--- src/rtl/vga_timing_gen_pkg.sv ---
// Shared VGA timing constants for the stacker game (640x480 @ 60 Hz).
// The block controller imports these rather than hard-coding raster positions.
package vga_pkg;

    localparam int COORD_W     = 10;   // hCount / vCount width

    localparam int CLK_DIV     = 4;    // 100 MHz system clock -> 25 MHz pixel rate
    localparam int H_TOTAL     = 800;
    localparam int H_SYNC      = 96;
    localparam int H_VIS_START = 144;
    localparam int H_VIS_END   = 783;
    localparam int V_TOTAL     = 525;
    localparam int V_SYNC      = 2;
    localparam int V_VIS_START = 35;
    localparam int V_VIS_END   = 514;
    localparam int TICK_FRAMES = 6;    // 60 Hz / 6 = 10 Hz game tick

    // Register width for a modulo-n counter; a modulo-1 counter still needs one bit.
    function automatic int cnt_width(input int n);
        return (n > 1) ? $clog2(n) : 1;
    endfunction

endpackage

--- src/rtl/vga_timing_gen_if.sv ---
// Raster timing bundle between the timing generator and its consumers
// (block controller pixel logic and the VGA connector pins).
interface vga_timing_gen_if;
    import vga_pkg::*;

    logic               pix_en;
    logic [COORD_W-1:0] hCount;
    logic [COORD_W-1:0] vCount;
    logic               hSync;
    logic               vSync;
    logic               bright;
    logic               frame_tick;
    logic               game_tick;

    modport master (
        output pix_en, hCount, vCount, hSync, vSync, bright, frame_tick, game_tick
    );

    modport slave (
        input  pix_en, hCount, vCount, hSync, vSync, bright, frame_tick, game_tick
    );

endinterface

--- src/rtl/vga_timing_gen_mod_counter.sv ---
// Generic modulo-N counter with enable and a terminal-count decode.
// tc is combinational on the count register so it lines up with the
// edge on which the counter wraps.
module mod_counter
    import vga_pkg::*;
#(
    parameter int N = 4,
    parameter int W = cnt_width(N)
) (
    input  logic         clk,
    input  logic         rst,
    input  logic         en,
    output logic [W-1:0] cnt,
    output logic         tc
);

    assign tc = (cnt == W'(N - 1));

    // Count 0..N-1 while enabled, wrapping back to 0 after the terminal value.
    always_ff @(posedge clk) begin
        if (rst)
            cnt <= '0;
        else if (en)
            cnt <= tc ? '0 : cnt + W'(1);
    end

endmodule

--- src/rtl/vga_timing_gen.sv ---
// VGA raster timing generator: pixel strobe, h/v counters, sync and visible
// flags, per-frame tick and a slower game tick, all on the single system clock.
module vga_timing_gen #(
    parameter int CLK_DIV     = vga_pkg::CLK_DIV,
    parameter int H_TOTAL     = vga_pkg::H_TOTAL,
    parameter int H_SYNC      = vga_pkg::H_SYNC,
    parameter int H_VIS_START = vga_pkg::H_VIS_START,
    parameter int H_VIS_END   = vga_pkg::H_VIS_END,
    parameter int V_TOTAL     = vga_pkg::V_TOTAL,
    parameter int V_SYNC      = vga_pkg::V_SYNC,
    parameter int V_VIS_START = vga_pkg::V_VIS_START,
    parameter int V_VIS_END   = vga_pkg::V_VIS_END,
    parameter int TICK_FRAMES = vga_pkg::TICK_FRAMES
) (
    input  logic             clk,
    input  logic             rst,
    vga_timing_gen_if.master vga
);
    import vga_pkg::*;

    localparam int DIV_W = cnt_width(CLK_DIV);
    localparam int FRM_W = cnt_width(TICK_FRAMES);

    localparam logic [COORD_W-1:0] H_SYNC_C  = COORD_W'(H_SYNC);
    localparam logic [COORD_W-1:0] V_SYNC_C  = COORD_W'(V_SYNC);
    localparam logic [COORD_W-1:0] H_VIS_S_C = COORD_W'(H_VIS_START);
    localparam logic [COORD_W-1:0] H_VIS_E_C = COORD_W'(H_VIS_END);
    localparam logic [COORD_W-1:0] V_VIS_S_C = COORD_W'(V_VIS_START);
    localparam logic [COORD_W-1:0] V_VIS_E_C = COORD_W'(V_VIS_END);

    // Only the terminal decodes of the pixel and frame dividers matter here.
    logic [DIV_W-1:0]   div_cnt_unused;
    logic [FRM_W-1:0]   frm_cnt_unused;
    logic               div_tc, h_tc, v_tc, frm_tc;
    logic               pix_en, line_wrap, frame_wrap;
    logic [COORD_W-1:0] h_cnt, v_cnt, h_nxt, v_nxt;

    mod_counter #(.N(CLK_DIV), .W(DIV_W)) u_div (
        .clk (clk), .rst (rst), .en (1'b1),
        .cnt (div_cnt_unused), .tc (div_tc)
    );

    mod_counter #(.N(H_TOTAL), .W(COORD_W)) u_hcnt (
        .clk (clk), .rst (rst), .en (pix_en),
        .cnt (h_cnt), .tc (h_tc)
    );

    mod_counter #(.N(V_TOTAL), .W(COORD_W)) u_vcnt (
        .clk (clk), .rst (rst), .en (line_wrap),
        .cnt (v_cnt), .tc (v_tc)
    );

    mod_counter #(.N(TICK_FRAMES), .W(FRM_W)) u_frm (
        .clk (clk), .rst (rst), .en (frame_wrap),
        .cnt (frm_cnt_unused), .tc (frm_tc)
    );

    assign pix_en     = div_tc;
    assign line_wrap  = pix_en & h_tc;
    assign frame_wrap = line_wrap & v_tc;

    // Position the counters will hold after this edge; decoding flags from it
    // keeps the registered flags aligned with the counts they describe.
    assign h_nxt = !pix_en   ? h_cnt : (h_tc ? '0 : h_cnt + COORD_W'(1));
    assign v_nxt = !line_wrap ? v_cnt : (v_tc ? '0 : v_cnt + COORD_W'(1));

    assign vga.pix_en = pix_en;
    assign vga.hCount = h_cnt;
    assign vga.vCount = v_cnt;

    // Registered sync/visible flags and frame/game tick pulses.
    always_ff @(posedge clk) begin
        if (rst) begin
            vga.hSync      <= 1'b0;
            vga.vSync      <= 1'b0;
            vga.bright     <= 1'b0;
            vga.frame_tick <= 1'b0;
            vga.game_tick  <= 1'b0;
        end else begin
            vga.hSync      <= (h_nxt >= H_SYNC_C);
            vga.vSync      <= (v_nxt >= V_SYNC_C);
            vga.bright     <= (h_nxt >= H_VIS_S_C) && (h_nxt <= H_VIS_E_C) &&
                              (v_nxt >= V_VIS_S_C) && (v_nxt <= V_VIS_E_C);
            vga.frame_tick <= frame_wrap;
            vga.game_tick  <= frame_wrap & frm_tc;
        end
    end

endmodule

--- src/flat_wrapper.sv ---
// flat-port wrapper written by rule: the top's interface ports become plain ports
module vga_timing_gen_flat import vga_pkg::*;
#(
    parameter int CLK_DIV     = vga_pkg::CLK_DIV,
    parameter int H_TOTAL     = vga_pkg::H_TOTAL,
    parameter int H_SYNC      = vga_pkg::H_SYNC,
    parameter int H_VIS_START = vga_pkg::H_VIS_START,
    parameter int H_VIS_END   = vga_pkg::H_VIS_END,
    parameter int V_TOTAL     = vga_pkg::V_TOTAL,
    parameter int V_SYNC      = vga_pkg::V_SYNC,
    parameter int V_VIS_START = vga_pkg::V_VIS_START,
    parameter int V_VIS_END   = vga_pkg::V_VIS_END,
    parameter int TICK_FRAMES = vga_pkg::TICK_FRAMES
)
  (clk, rst, vga_pix_en, vga_hCount, vga_vCount, vga_hSync, vga_vSync, vga_bright, vga_frame_tick, vga_game_tick);
  vga_timing_gen_if vga_i ();
  input  logic clk;
  input  logic rst;
  output wire logic [$bits(vga_i.pix_en)-1:0] vga_pix_en;
  output wire logic [$bits(vga_i.hCount)-1:0] vga_hCount;
  output wire logic [$bits(vga_i.vCount)-1:0] vga_vCount;
  output wire logic [$bits(vga_i.hSync)-1:0] vga_hSync;
  output wire logic [$bits(vga_i.vSync)-1:0] vga_vSync;
  output wire logic [$bits(vga_i.bright)-1:0] vga_bright;
  output wire logic [$bits(vga_i.frame_tick)-1:0] vga_frame_tick;
  output wire logic [$bits(vga_i.game_tick)-1:0] vga_game_tick;
  assign vga_pix_en = vga_i.pix_en;
  assign vga_hCount = vga_i.hCount;
  assign vga_vCount = vga_i.vCount;
  assign vga_hSync = vga_i.hSync;
  assign vga_vSync = vga_i.vSync;
  assign vga_bright = vga_i.bright;
  assign vga_frame_tick = vga_i.frame_tick;
  assign vga_game_tick = vga_i.game_tick;
  vga_timing_gen #(.CLK_DIV(CLK_DIV), .H_TOTAL(H_TOTAL), .H_SYNC(H_SYNC), .H_VIS_START(H_VIS_START), .H_VIS_END(H_VIS_END), .V_TOTAL(V_TOTAL), .V_SYNC(V_SYNC), .V_VIS_START(V_VIS_START), .V_VIS_END(V_VIS_END), .TICK_FRAMES(TICK_FRAMES)) u_core (.clk(clk), .rst(rst), .vga(vga_i));
endmodule
--- config.mk ---
export PLATFORM = sky130hd
export DESIGN_NAME = vga_timing_gen_flat
export DESIGN_NICKNAME = d
export VERILOG_FILES = /design/src/rtl/vga_timing_gen_pkg.sv /design/src/rtl/vga_timing_gen_if.sv /design/src/rtl/vga_timing_gen_mod_counter.sv /design/src/rtl/vga_timing_gen.sv /design/src/flat_wrapper.sv
export SDC_FILE = /design/constraint.sdc
export NUM_CORES = 1
export LEC_CHECK = 0
export ABC_CLOCK_PERIOD_IN_PS = 2500
export CAP_MARGIN = 20
export CORE_ASPECT_RATIO = 1.5
export CORE_MARGIN = 2
export CORE_UTILIZATION = 25
export DETAILED_ROUTE_END_ITERATION = 12
export GPL_TIMING_DRIVEN = 0
export PLACE_DENSITY = 0.43
export REMOVE_ABC_BUFFERS = 1
export SETUP_SLACK_MARGIN = 0.1
export SYNTH_ARGS = -nofsm -noshare
export SYNTH_HDL_FRONTEND = slang
export SYNTH_SLANG_ARGS = --single-unit
--- constraint.sdc ---
create_clock -name clk -period 2.5 [get_ports clk]
set_input_delay 0.75 -clock clk [delete_from_list [all_inputs] [get_ports clk]]
set_output_delay 0.75 -clock clk [all_outputs]
set_load 0.05 [all_outputs]
---- Yosys cells after proc, flatten, opt, wreduce, memory -nomap -nowiden ----
Cells that the tools add are included.
Widths: inputs -> output; s select.
word-level totals
  register bits ........................... 30
operators by class
  $add $sub $neg .......................... 4
  order comparisons ....................... 6
  equal/unequal tests ..................... 4
  multiplexer cells ....................... 5
  bitwise gates (word level) .............. 3
  reductions and logical operators ........ 4
operators by type and width
  kind                   count
  $mux 10                4
  $add 10x1->10 const B  2
  $eq 10x10->1 const B   2
  $le 10x10->1 const B   2
  $ge 10x2->1 const B    1
  $ge 10x6->1 const B    1
  $ge 10x7->1 const B    1
  $ge 10x8->1 const B    1
  $add 3x1->3 const B    1
  $and 1x1->1            3
  $eq 3x3->1 const B     1
  $logic_and 1x1->1      3
  $mux 3                 1
  $add 2x1->2 const B    1
  $eq 2x2->1 const B     1
  $reduce_or 2->1        1

---- Depth between registers and ports, before layout ----
Gate-level depths: netlist (run 1).
  word-level depth ........................ 7
  mapped depth ............................ 9
  mapped depth without buffers ............ 9

---- Cells and area by module ----
A second synthesis (run 1) with hierarchy kept.
second synthesis, totals
  cell total of the unflattened synthesis .. 217
  area, all modules ....................... 1883.1 um2
modules (own cells, without submodules)
  module                        instances  cells each  area each (um2)
  vga_timing_gen                1          90          690.7
  mod_counter at u_core.u_vcnt  1          56          509.2
  mod_counter at u_core.u_hcnt  1          51          464.2
  mod_counter at u_core.u_frm   1          12          132.6
  mod_counter at u_core.u_div   1          8           86.3

---- Worst setup path before layout (run 1) ----
No wires, ideal clock.
  kind .................................... reg2reg
  from .................................... register u_core.u_hcnt.cnt[1]
  to ...................................... register u_core.vga.bright
  data arrival time ....................... 2.971 ns
  path slack .............................. -0.574 ns
  cell stages (with the launch flop) ...... 9
  path buffers ............................ 0
  cells stage by stage .................... dfxtp_1 -> ha_1 -> nand4_4 -> or3_4 -> a221oi_2 -> o211ai_1 -> nor3_2 -> or4b_1 -> a2111oi_2
on the way
  word-level cells in the longest chain between the ends .. 7
  elaborated cells between the ends (all ways) .. 13
  those cells by class .................... add/sub: 1; order compare: 4; eq/ne: 1; mux: 3; bitwise: 1; reduce/logical: 3
ends and longest elaborated chain
  what                                           RTL line                                                RTL
  start, declared                                vga_timing_gen_mod_counter.sv:13                        output logic [W-1:0] cnt,
  start signal, assigned                         vga_timing_gen_mod_counter.sv:24                        cnt <= tc ? '0 : cnt + W'(1);
  $add 10x1->10 or $eq 10x10->1 (tied branches)  vga_timing_gen.sv:64, vga_timing_gen_mod_counter.sv:17
  $mux 10 (2 in series)                          vga_timing_gen.sv:64                                    assign h_nxt = !pix_en ? h_cnt : (h_tc ? '0 : h_cnt + COORD_W'(1));
  $ge 10x8->1 or $le 10x10->1 (tied branches)    vga_timing_gen.sv:82                                    vga.bright <= (h_nxt >= H_VIS_S_C) && (h_nxt <= H_VIS_E_C) &&
  $logic_and 1x1->1 (2 in series)                vga_timing_gen.sv:82
  $logic_and 1x1->1 *                            vga_timing_gen.sv:83                                    (v_nxt >= V_VIS_S_C) && (v_nxt <= V_VIS_E_C);
  end signal, assigned                           vga_timing_gen.sv:82
  end, declared                                  vga_timing_gen_if.sv:16                                 output pix_en, hCount, vCount, hSync, vSync, bright, frame_tick, game_tick
Mark *: on every way between the ends. The rest lies on a longest branch, timed or not.
A chain may end at the register's enable or synchronous reset.

---- Worst setup path in the final report (run 1) ----
  from .................................... register u_core.u_hcnt.cnt[6]
  to ...................................... register u_core.vga.bright
Same word-level chain as after synthesis.

==> results of run 1 <==
## worst max path at each step
stage | startpoint | endpoint | cells past startpoint
after global routing | u_core.u_hcnt.cnt[2] | u_core.vga.bright | 7
after CTS | u_core.u_hcnt.cnt[6] | u_core.vga.bright | 7
final | u_core.u_hcnt.cnt[6] | u_core.vga.bright | 7
after floorplan | u_core.u_hcnt.cnt[1] | u_core.vga.bright | 8
after detailed placement | u_core.u_div.cnt[0] | u_core.vga.bright | 8
after global placement | u_core.u_div.cnt[0] | u_core.vga.bright | 8
## flip-flops by register name, indices dropped and copies added, names as in the netlist
signal / flops
u_core.u_hcnt.cnt: 10
u_core.u_vcnt.cnt: 10
u_core.u_frm.cnt: 3
u_core.u_div.cnt: 2
u_core.vga.bright: 1
u_core.vga.frame_tick: 1
u_core.vga.game_tick: 1
u_core.vga.hSync: 1
u_core.vga.vSync: 1
## worst max-delay path: cells and delay by family (launching register included)
family	cells	cell delay, ps
AND/OR/NAND/NOR	4	1520
AO/OA/AOI/OAI	3	800
flip-flops	1	340
## synthesized netlist by cell type (2+ instances only)
cell type and number:
dfxtp_1 30, nor2_1 29, nand2_1 16, nor3_1 10, a21oi_1 9, xnor2_1 8
nand3_1 7, o21ai_0 7, xor2_1 6, inv_1 5, nor4_1 5, ha_1 4
nand4_1 4, and4_1 3, clkbuf_1 3, nor3b_1 3, or3_4 3, a31oi_1 2
and3_1 2, and3_2 2, buf_6 2, nand2b_1 2, nor3_2 2, or3_1 2
## timing repair
item | CTS | global route
hold endpoints to repair | 0 | 0
buffers inserted | 12 | 8
gates cloned | 0 | 0
pin swaps | 10 | 7
gates resized for setup | 23 | 7
endpoints found under the setup margin | 7 | 6
## metal layers
| layer | vias up | part of all wire | global-route usage | routed length [µm] |
|---|---|---|---|---|
| li1 | 772 | - | - | - |
| met1 | 695 | 0.42 | 0.138 | 1830 |
| met2 | 32 | 0.51 | 0.231 | 2200 |
| met3 | 10 | 0.035 | 0.0283 | 149 |
| met4 | 0 | 0.032 | 0.0695 | 137 |
| met5 | - | 0 | 0 | 0 |
## cell usage in the layout (no fill, tap or decap), types with 2 or more instances in the layout
cell type and instances:
ha_1 2, nor3_1 10, dfxtp_1 24, o21ai_0 6
xor2_1 6, or3_4 4, nand4_1 4, a31oi_1 2
xnor2_1 8, nor4_1 5, clkbuf_8 6, nand2_1 16
clkdlybuf4s50_1 19, ha_4 2, a21oi_1 9, dlymetal6s2s_1 4
nor3b_1 3, inv_1 5, dfxtp_2 2, nand2b_1 2
buf_4 19, dfxtp_4 4, and3_2 2, nand3_1 7
dlygate4sd2_1 4, and4_1 3, and3_1 2, nor2_1 29
## final cells by class
| class | instances | area (µm²) | area share |
|---|---|---|---|
| Timing Repair Buffer | 47 | 445 | 0.193 |
| Tap cell | 76 | 95.1 | 0.0413 |
| Inverter | 5 | 18.8 | 0.00814 |
| Sequential cell | 30 | 618 | 0.268 |
| Clock buffer | 6 | 82.6 | 0.0358 |
| Clock inverter | 2 | 12.5 | 0.00543 |
| Multi-Input combinational cell | 149 | 1030 | 0.448 |
## logic make-up after synthesis
family | Yosys count
compound gates | 27
flops | 30
fa+ha+maj | 4
simple gates | 102
mux | 2
buf+inv | 12
xor+xnor | 14
## per-stage QoR
stage / TNS [ps] / util
after floorplan: -632 / -
after global placement: -651 / 0.305
after detailed placement: -651 / 0.309
after CTS: -315 / 0.349
after global routing: -400 / 0.360
final: -285 / 0.360
## power breakdown
| part | leakage [nW] | total [W] | internal [W] | switching [W] |
|---|---|---|---|---|
| logic | 0.594 | 0.000130 | 0.0000635 | 0.0000669 |
| clock network | 0.0472 | 0.000415 | 0.000221 | 0.000194 |
| registers | 0.247 | 0.000499 | 0.000486 | 0.0000130 |
| total | 0.888 | 0.00104 | 0.000770 | 0.000274 |
==> impl_metrics.yaml, run 1 <==
timing:
  fmax_ghz: 0.359
  min_period_ps: 2780
  slew-limit-headroom: 0.553
  rsz0062_at_grt: "true"
  hold_violations: 0
  drv_slew: 0
  worst_slack_ps: -285
  timing.hold.ws_ps: 471
  clock_skew_ps: 10.0
  fin_crit_sh: 1.11
  worst_pin_slew_ps: 669
  finalSetupViolCount: 1
synthesis:
  synthMuxAreaShare: 0.0130
  ys_types: 49
  synth_top_family_by_area: "simple AND/OR/NAND/NOR gates"
  synth-compound-area-share: 0.109
  yosysSeqAreaShare: 0.367
  yosys_register_bits: 30
  yosysWarnings: 0
  async_flop_share: 0
  synth.top_cell.area_share: 0.367
  avgSynthCellArea_um2: 8.56
  syn-instance-count: 191
  synth-xor-area-share: 0.0750
  syn_area_um2: 1640
  ys.flop_type: "dfxtp_1"
  synth_edf_count: 0
  synth_top_area_cell: "dfxtp_1"
  yosys.area_share.adder: 0.0306
  synth-simple-area-share: 0.362
  synthTopCellsByArea: "dfxtp_1 37%, nor2_1 6.7%, xnor2_1 4.3%"
placed_design:
  place_hpwl_um: 2910
  gp_congestion: 0.744
  pre_cts_slack_ps: -651
  placed_area_um2: 1980
  place.port_buffers: 27
  placed_cells: 288
route:
  first_pass_iters: 4
  drt_iter0_markers: 37
  wirelength_um: 4320
  ant_nets: 0
  via_per_inst: 4.79
  drc: 0
  num_vias: 1509
  post_drt_wl_per_cell_um: 13.7
die:
  dieArea_um2: 7220
  die_h_um: 103
  io_pins: 28
  rows: 36
  core-area_um2: 6400
  start_util: 0.256
  die_w_um: 70.0
pwr:
  powerDensity_nw_per_um2: 453
  p_leak_nw: 0.888
  ir_worst_vdd_mv: 0.237
  report.power.total_w: 0.00104
worst_setup_path:
  reg2reg_depth: 7
  critPathCaptureType: "register"
  cpPeakStageDelay_ps: 500
  cpMostUsedCell: "or3_4"
  cp.required_ps: 2680
  r2r_start: "u_core.u_hcnt.cnt[6]"
  regToRegSetupSlack_ps: -280
  crit_fanout: 5
  crit_slowest_cell: "or4b_4"
  worst-setup-path-type: "register to register"
  path_cells: "or3_4 -> or3_4 -> a221oi_4 -> o211ai_1 -> nor3_2 -> or4b_4 -> a2111oi_4"
  startpoint_type: "register"
  rr_endpoint: "u_core.vga.bright"
  arrival_ps: 2960
global_routing:
  grt_usage: 0.127
  overflow: 0
  antenna_found_initial: 0
  grt_max_degree: 20
  grt_pass1_wl_um: 7210
  grt_pass1_vias: 1550
final_layout:
  fillers: 682
  nets: 244
  n_antenna_cell: 0
  area_delta_synth_final_pct: 40.9
  final_cells: 315
  drive_gt1_frac: 0.238
  design_area_um2: 2300
worst_hold_path:
  min_to: "u_core.vga.game_tick"
  hp-class: "register to register"
  min_from: "u_core.u_frm.cnt[2]"
  hold_depth: 2
cts:
  clkLatencyLatePin_ps: 290
  cts_tree: "yes"
  clkTransAtPathRegs_ps: 70
  cts-buffers-inserted: 5
  h-tree-depth: 2
  clock_sinks: 30
  clockBufferDepth: 2
  clock-root-buffer: "clkbuf_8"
  holdBufCountCts: 0
outcome:
  status: "finished with violations"
  violations: "setup timing"
run:
  drv_cap: 0
(Power assumes the default switching activity.)
==> inputs of run 2 (changes only) <==
GPL_TIMING_DRIVEN = unset   (was 0)
SLEW_MARGIN = 20   (was unset)
==> run 2 against run 1 <==
Effect of this change: cell area is 9.2% higher; critical path depth stayed put; critical endpoint unchanged; flip-flop and latch count stayed put; highest routed layer unchanged; the flow still finishes with violations (setup timing); clock skew is 7.2 ps lower.
==> impl_metrics.yaml, run 2 (synthesis results as in run 1) <==
route:
  drt_iter0_markers: 66
  num_vias: 1703
  via_per_inst: 4.89
  wirelength_um: 5000
  drc: 0
  ant_nets: 0
  post_drt_wl_per_cell_um: 14.4
  first_pass_iters: 4
pwr:
  powerDensity_nw_per_um2: 420
  combinationalPowerShare: 0.147
  internal-power_w: 0.000788
  report.power.total_w: 0.00106
  ir_worst_vdd_mv: 0.238
  clkPwrFrac: 0.382
  seqPwrFrac: 0.471
  netSwitchingFraction: 0.254
  p_leak_nw: 0.992
  netSwitchingPower_w: 0.000269
final_layout:
  layout_common_cells: "53 x buf_4, 29 x nor2_1, 26 x dfxtp_1"
  area_delta_synth_final_pct: 53.9
  nets: 277
  final_core_utilization: 0.393
  largestRegisters: "u_core.u_hcnt.cnt (10), u_core.u_vcnt.cnt (10), u_core.u_frm.cnt (3)"
  n_antenna_cell: 0
  final_common_cell: "buf_4"
  drive_gt1_frac: 0.324
worst_setup_path:
  cp.required_ps: 2680
  crit_fanout: 4
  startpoint_type: "register"
  worst-setup-path-type: "register to register"
  arrival_ps: 2830
  reg2reg_depth: 7
  critPathCaptureType: "register"
global_routing:
  grt_usage: 0.144
  grt_pass1_wl_um: 8050
  antenna_found_initial: 0
  grt_max_degree: 15
  grt_pass1_vias: 1704
  overflow: 0
worst_hold_path:
  hold_depth: 1
  hp-class: "register to register"
placed_design:
  place.port_buffers: 27
  pre_cts_slack_ps: -203
  gp_congestion: 0.779
  place_hpwl_um: 3710
timing:
  fin_crit_sh: 1.06
  worst_slack_ps: -150
  fmax_ghz: 0.377
  finalSetupViolCount: 1
  worst_pin_slew_ps: 499
  min_period_ps: 2650
  rsz0062_at_grt: "true"
  drv_slew: 0
  clock_skew_ps: 2.78
  slew-limit-headroom: 0.667
  hold_violations: 0
die:
  dieArea_um2: 7220
  io_pins: 28
  die_w_um: 70.0
  start_util: 0.256
  rows: 36
  core-area_um2: 6400
  die_h_um: 103
cts:
  clockBufferDepth: 2
  holdBufCountCts: 0
  clkTransAtPathRegs_ps: 60
  cts_tree: "yes"
  cts-buffers-inserted: 5
  h-tree-depth: 2
  clock-root-buffer: "clkbuf_8"
  clkLatencyLatePin_ps: 270
  clock_sinks: 30
run:
  drv_cap: 0
outcome:
  violations: "setup timing"
  status: "finished with violations"
[run 2: cell types whose count changed in the layout (fill, tap and decap cells not counted), sizes merged]
cell,before,now
buf,20,54
clkbuf,6,7
clkdlybuf4s50,19,21
clkinvlp,1,0
dlymetal6s2s,4,1
[run 2: worst paths after layout]
path                                            from                   to  slack [ps]
worst max-delay path            u_core.u_hcnt.cnt[5]    u_core.vga.bright        -150
worst min-delay path             u_core.u_div.cnt[0]  u_core.u_div.cnt[0]         440
worst max register to register  u_core.u_hcnt.cnt[5]    u_core.vga.bright        -150
worst min register to register   u_core.u_div.cnt[0]  u_core.u_div.cnt[0]         440
[run 2: area by class of cell]
| class | count | area [µm²] |
|---|---|---|
| Timing Repair Buffer | 80 | 676 |
| Inverter | 5 | 18.8 |
| Tap cell | 76 | 95.1 |
| Fill cell | 689 | 3880 |
| Multi-Input combinational cell | 149 | 1030 |
| Clock buffer | 7 | 86.3 |
| Sequential cell | 30 | 606 |
| Clock inverter | 1 | 5.00 |
[run 2: routing by layer]
metal,share of wire,global-route usage,vias to the layer above,wire [µm]
met3,0.043,0.0244,6,215
met4,0.014,0.0725,0,69
met5,0,0,-,0
met1,0.38,0.149,808,1900
li1,-,-,841,-
met2,0.56,0.280,48,2820
[run 2: metrics by stage]
stage / setup TNS, ps / hold slack, ps / instances / cell area (µm²)
after floorplan: -632 / 400 / 184 / 1580
after global placement: -161 / 413 / 334 / 2310
after detailed placement: -203 / 427 / 334 / 2310
after CTS: -107 / 473 / 348 / 2480
after global routing: -261 / 457 / 348 / 2520
final: -150 / 443 / 348 / 2520
[run 2: power groups by stage]
stage,combinational (W),sequential (W),clock (W)
floorplan,0.0000369,0.000531,0
global placement,0.000121,0.000505,0
detailed placement,0.000122,0.000506,0
CTS,0.000148,0.000497,0.000422
global route,0.000165,0.000499,0.000441
finish,0.000155,0.000498,0.000404
[run 2: worst max-delay path: stages, from the launching register on]
cell	delay, ps
dfxtp_1	310
or3_4	380
or3_4	370
a221oi_4	290
o211ai_1	200
nor3_2	210
or4b_4	510
a2111oi_4	290
[run 2: what timing repair did]
action,in CTS,in global routing
buffers inserted,6,0
resized for setup,14,6
pin swaps,8,2
endpoints found under the setup margin,5,3
==> inputs of run 3 (changes only) <==
ABC_AREA = 0   (was unset)
PLACE_DENSITY = unset   (was 0.43)
==> run 3 against run 2 <==
Effect of this change: the flow still finishes with violations (setup timing); largest cell class unchanged; final cell count is 1.7% lower; flip-flop and latch count stayed put; critical path depth is 2 higher; worst hold slack worse by 8.6 ps; sequential share of layout area is 0.52 points higher; cell area is 2.5% lower; worst setup slack better by 47 ps; highest routed layer unchanged; count of clock-buffer cells in the layout is 1 lower; via count is 2.8% lower; critical path type unchanged; die area stayed put; wire length is 14% lower; combinational power is 4% lower.
==> impl_metrics.yaml, run 3 (synthesis results as in run 1) <==
final_layout:
  n_antenna_cell: 0
  layout_common_cells: "47 x buf_4, 29 x nor2_1, 28 x dfxtp_1"
  final_core_utilization: 0.383
  drive_gt1_frac: 0.301
  largestRegisters: "u_core.u_hcnt.cnt (10), u_core.u_vcnt.cnt (10), u_core.u_frm.cnt (3)"
  regArea_um2: 603
  area_delta_synth_final_pct: 50.0
  final_common_cell: "buf_4"
  nets: 271
  fillers: 650
  multiInputGateArea_um2: 1010
timing:
  drv_slew: 0
  clock_skew_ps: 8.27
  worst_slack_ps: -103
  worst_pin_slew_ps: 502
  rsz0062_at_grt: "true"
  fin_crit_sh: 1.04
  finalSetupViolCount: 1
  fmax_ghz: 0.384
  min_period_ps: 2600
  slew-limit-headroom: 0.664
  hold_violations: 0
route:
  ant_nets: 0
  first_pass_iters: 4
  wirelength_um: 4300
  drc: 0
  via_per_inst: 4.84
  num_vias: 1655
  drt_iter0_markers: 82
  post_drt_wl_per_cell_um: 12.6
outcome:
  status: "finished with violations"
  violations: "setup timing"
placed_design:
  place_hpwl_um: 3250
  gp_congestion: 0.809
  place.port_buffers: 27
cts:
  h-tree-depth: 2
  clkLatencyLatePin_ps: 290
  clkTransAtPathRegs_ps: 70
  cts-buffers-inserted: 5
  clock-root-buffer: "clkbuf_8"
  holdBufCountCts: 0
  clock_sinks: 30
  cts_tree: "yes"
  clockBufferDepth: 2
global_routing:
  antenna_found_initial: 0
  grt_max_degree: 31
  grt_pass1_vias: 1642
  grt_pass1_wl_um: 7550
  overflow: 0
  grt_usage: 0.130
pwr:
  report.power.total_w: 0.00106
  internal-power_w: 0.000786
  p_leak_nw: 0.977
  netSwitchingFraction: 0.256
  ir_worst_vdd_mv: 0.227
  seqPwrFrac: 0.469
  clkPwrFrac: 0.390
  combinationalPowerShare: 0.141
  powerDensity_nw_per_um2: 431
  netSwitchingPower_w: 0.000270
worst_setup_path:
  arrival_ps: 2790
  critPathCaptureType: "register"
  cp.required_ps: 2690
  startpoint_type: "register"
  worst-setup-path-type: "register to register"
  crit_fanout: 9
  cpPeakStageDelay_ps: 490
  path_cells: "ha_2 -> nand4_4 -> or3_4 -> buf_4 -> a21oi_1 -> o211ai_1 -> nor3_2 -> or4b_4 -> a2111oi_4"
  crit_slowest_cell: "or4b_4"
worst_hold_path:
  hp-class: "register to register"
die:
  rows: 36
  die_w_um: 70.0
  dieArea_um2: 7220
  io_pins: 28
  core-area_um2: 6400
  start_util: 0.256
  die_h_um: 103
run:
  drv_cap: 0
==> run 3: changes by cell type in the layout (fill, tap and decap cells not counted), moves of 2 or more <==
cell,change
ha_4,-2
dfxtp_2,-2
buf_4,-6
dfxtp_1,+2
ha_2,+2
==> run 3: path summary, 6_finish.rpt <==
kind / from / end / slack [ps] / cells after the start
max: u_core.u_hcnt.cnt[1] / u_core.vga.bright / -100 / 9
min: u_core.u_div.cnt[0] / u_core.u_div.cnt[0] / 430 / 1
max reg2reg: u_core.u_hcnt.cnt[1] / u_core.vga.bright / -100 / 9
min reg2reg: u_core.u_div.cnt[0] / u_core.u_div.cnt[0] / 430 / 1
==> run 3: repair_timing <==
item,4_1_cts,5_1_grt
gates resized for setup,10,5
buffers inserted,5,1
pin swaps,7,1
endpoints found under the setup margin,4,3
==> run 3: worst max-delay path, delay by kind of cell (launching register included) <==
kind,cells,cell delay [ps]
DFF,1,340
buffers and inverters,1,190
AOI/OAI and AO/OA,3,560
and+or+nand+nor,4,1210
adders and majority gates,1,200
==> run 3: layer usage <==
| metal | share of wire | GRT usage | vias up |
|---|---|---|---|
| met1 | 0.41 | 0.147 | 762 |
| met3 | 0.052 | 0.0323 | 14 |
| met4 | 0.029 | 0.0518 | 0 |
| met5 | 0 | 0 | - |
| li1 | - | - | 828 |
| met2 | 0.51 | 0.235 | 51 |
==> run 3: area by class of cell <==
type	instances	area share
clock inverters	2	0.00510
clock buffers	6	0.0337
flip-flops and latches	30	0.246
inverters	5	0.00765
well taps	76	0.0388
multi-input cells	149	0.410
repair buffers	74	0.259
==> run 3: metrics by stage <==
| step | TNS [ps] | hold WS (ps) | instance area (µm²) | worst slack (ps) | cells |
|---|---|---|---|---|---|
| 2_1_floorplan | -632 | 400 | 1580 | -632 | 184 |
| 3_3_place_gp | -134 | 413 | 2270 | -134 | 328 |
| 3_5_place_dp | -190 | 426 | 2270 | -190 | 328 |
| 4_1_cts | -118 | 436 | 2420 | -118 | 341 |
| 5_1_grt | -274 | 451 | 2450 | -274 | 342 |
| 6_report | -103 | 435 | 2450 | -103 | 342 |
==> run 3: power by group through the flow <==
stage | registers [W] | clock network [W] | logic, W
after floorplan | 0.000531 | 0 | 0.0000369
after global placement | 0.000506 | 0 | 0.000117
after detailed placement | 0.000506 | 0 | 0.000119
after CTS | 0.000495 | 0.000423 | 0.000142
after global routing | 0.000497 | 0.000450 | 0.000161
final | 0.000495 | 0.000411 | 0.000149
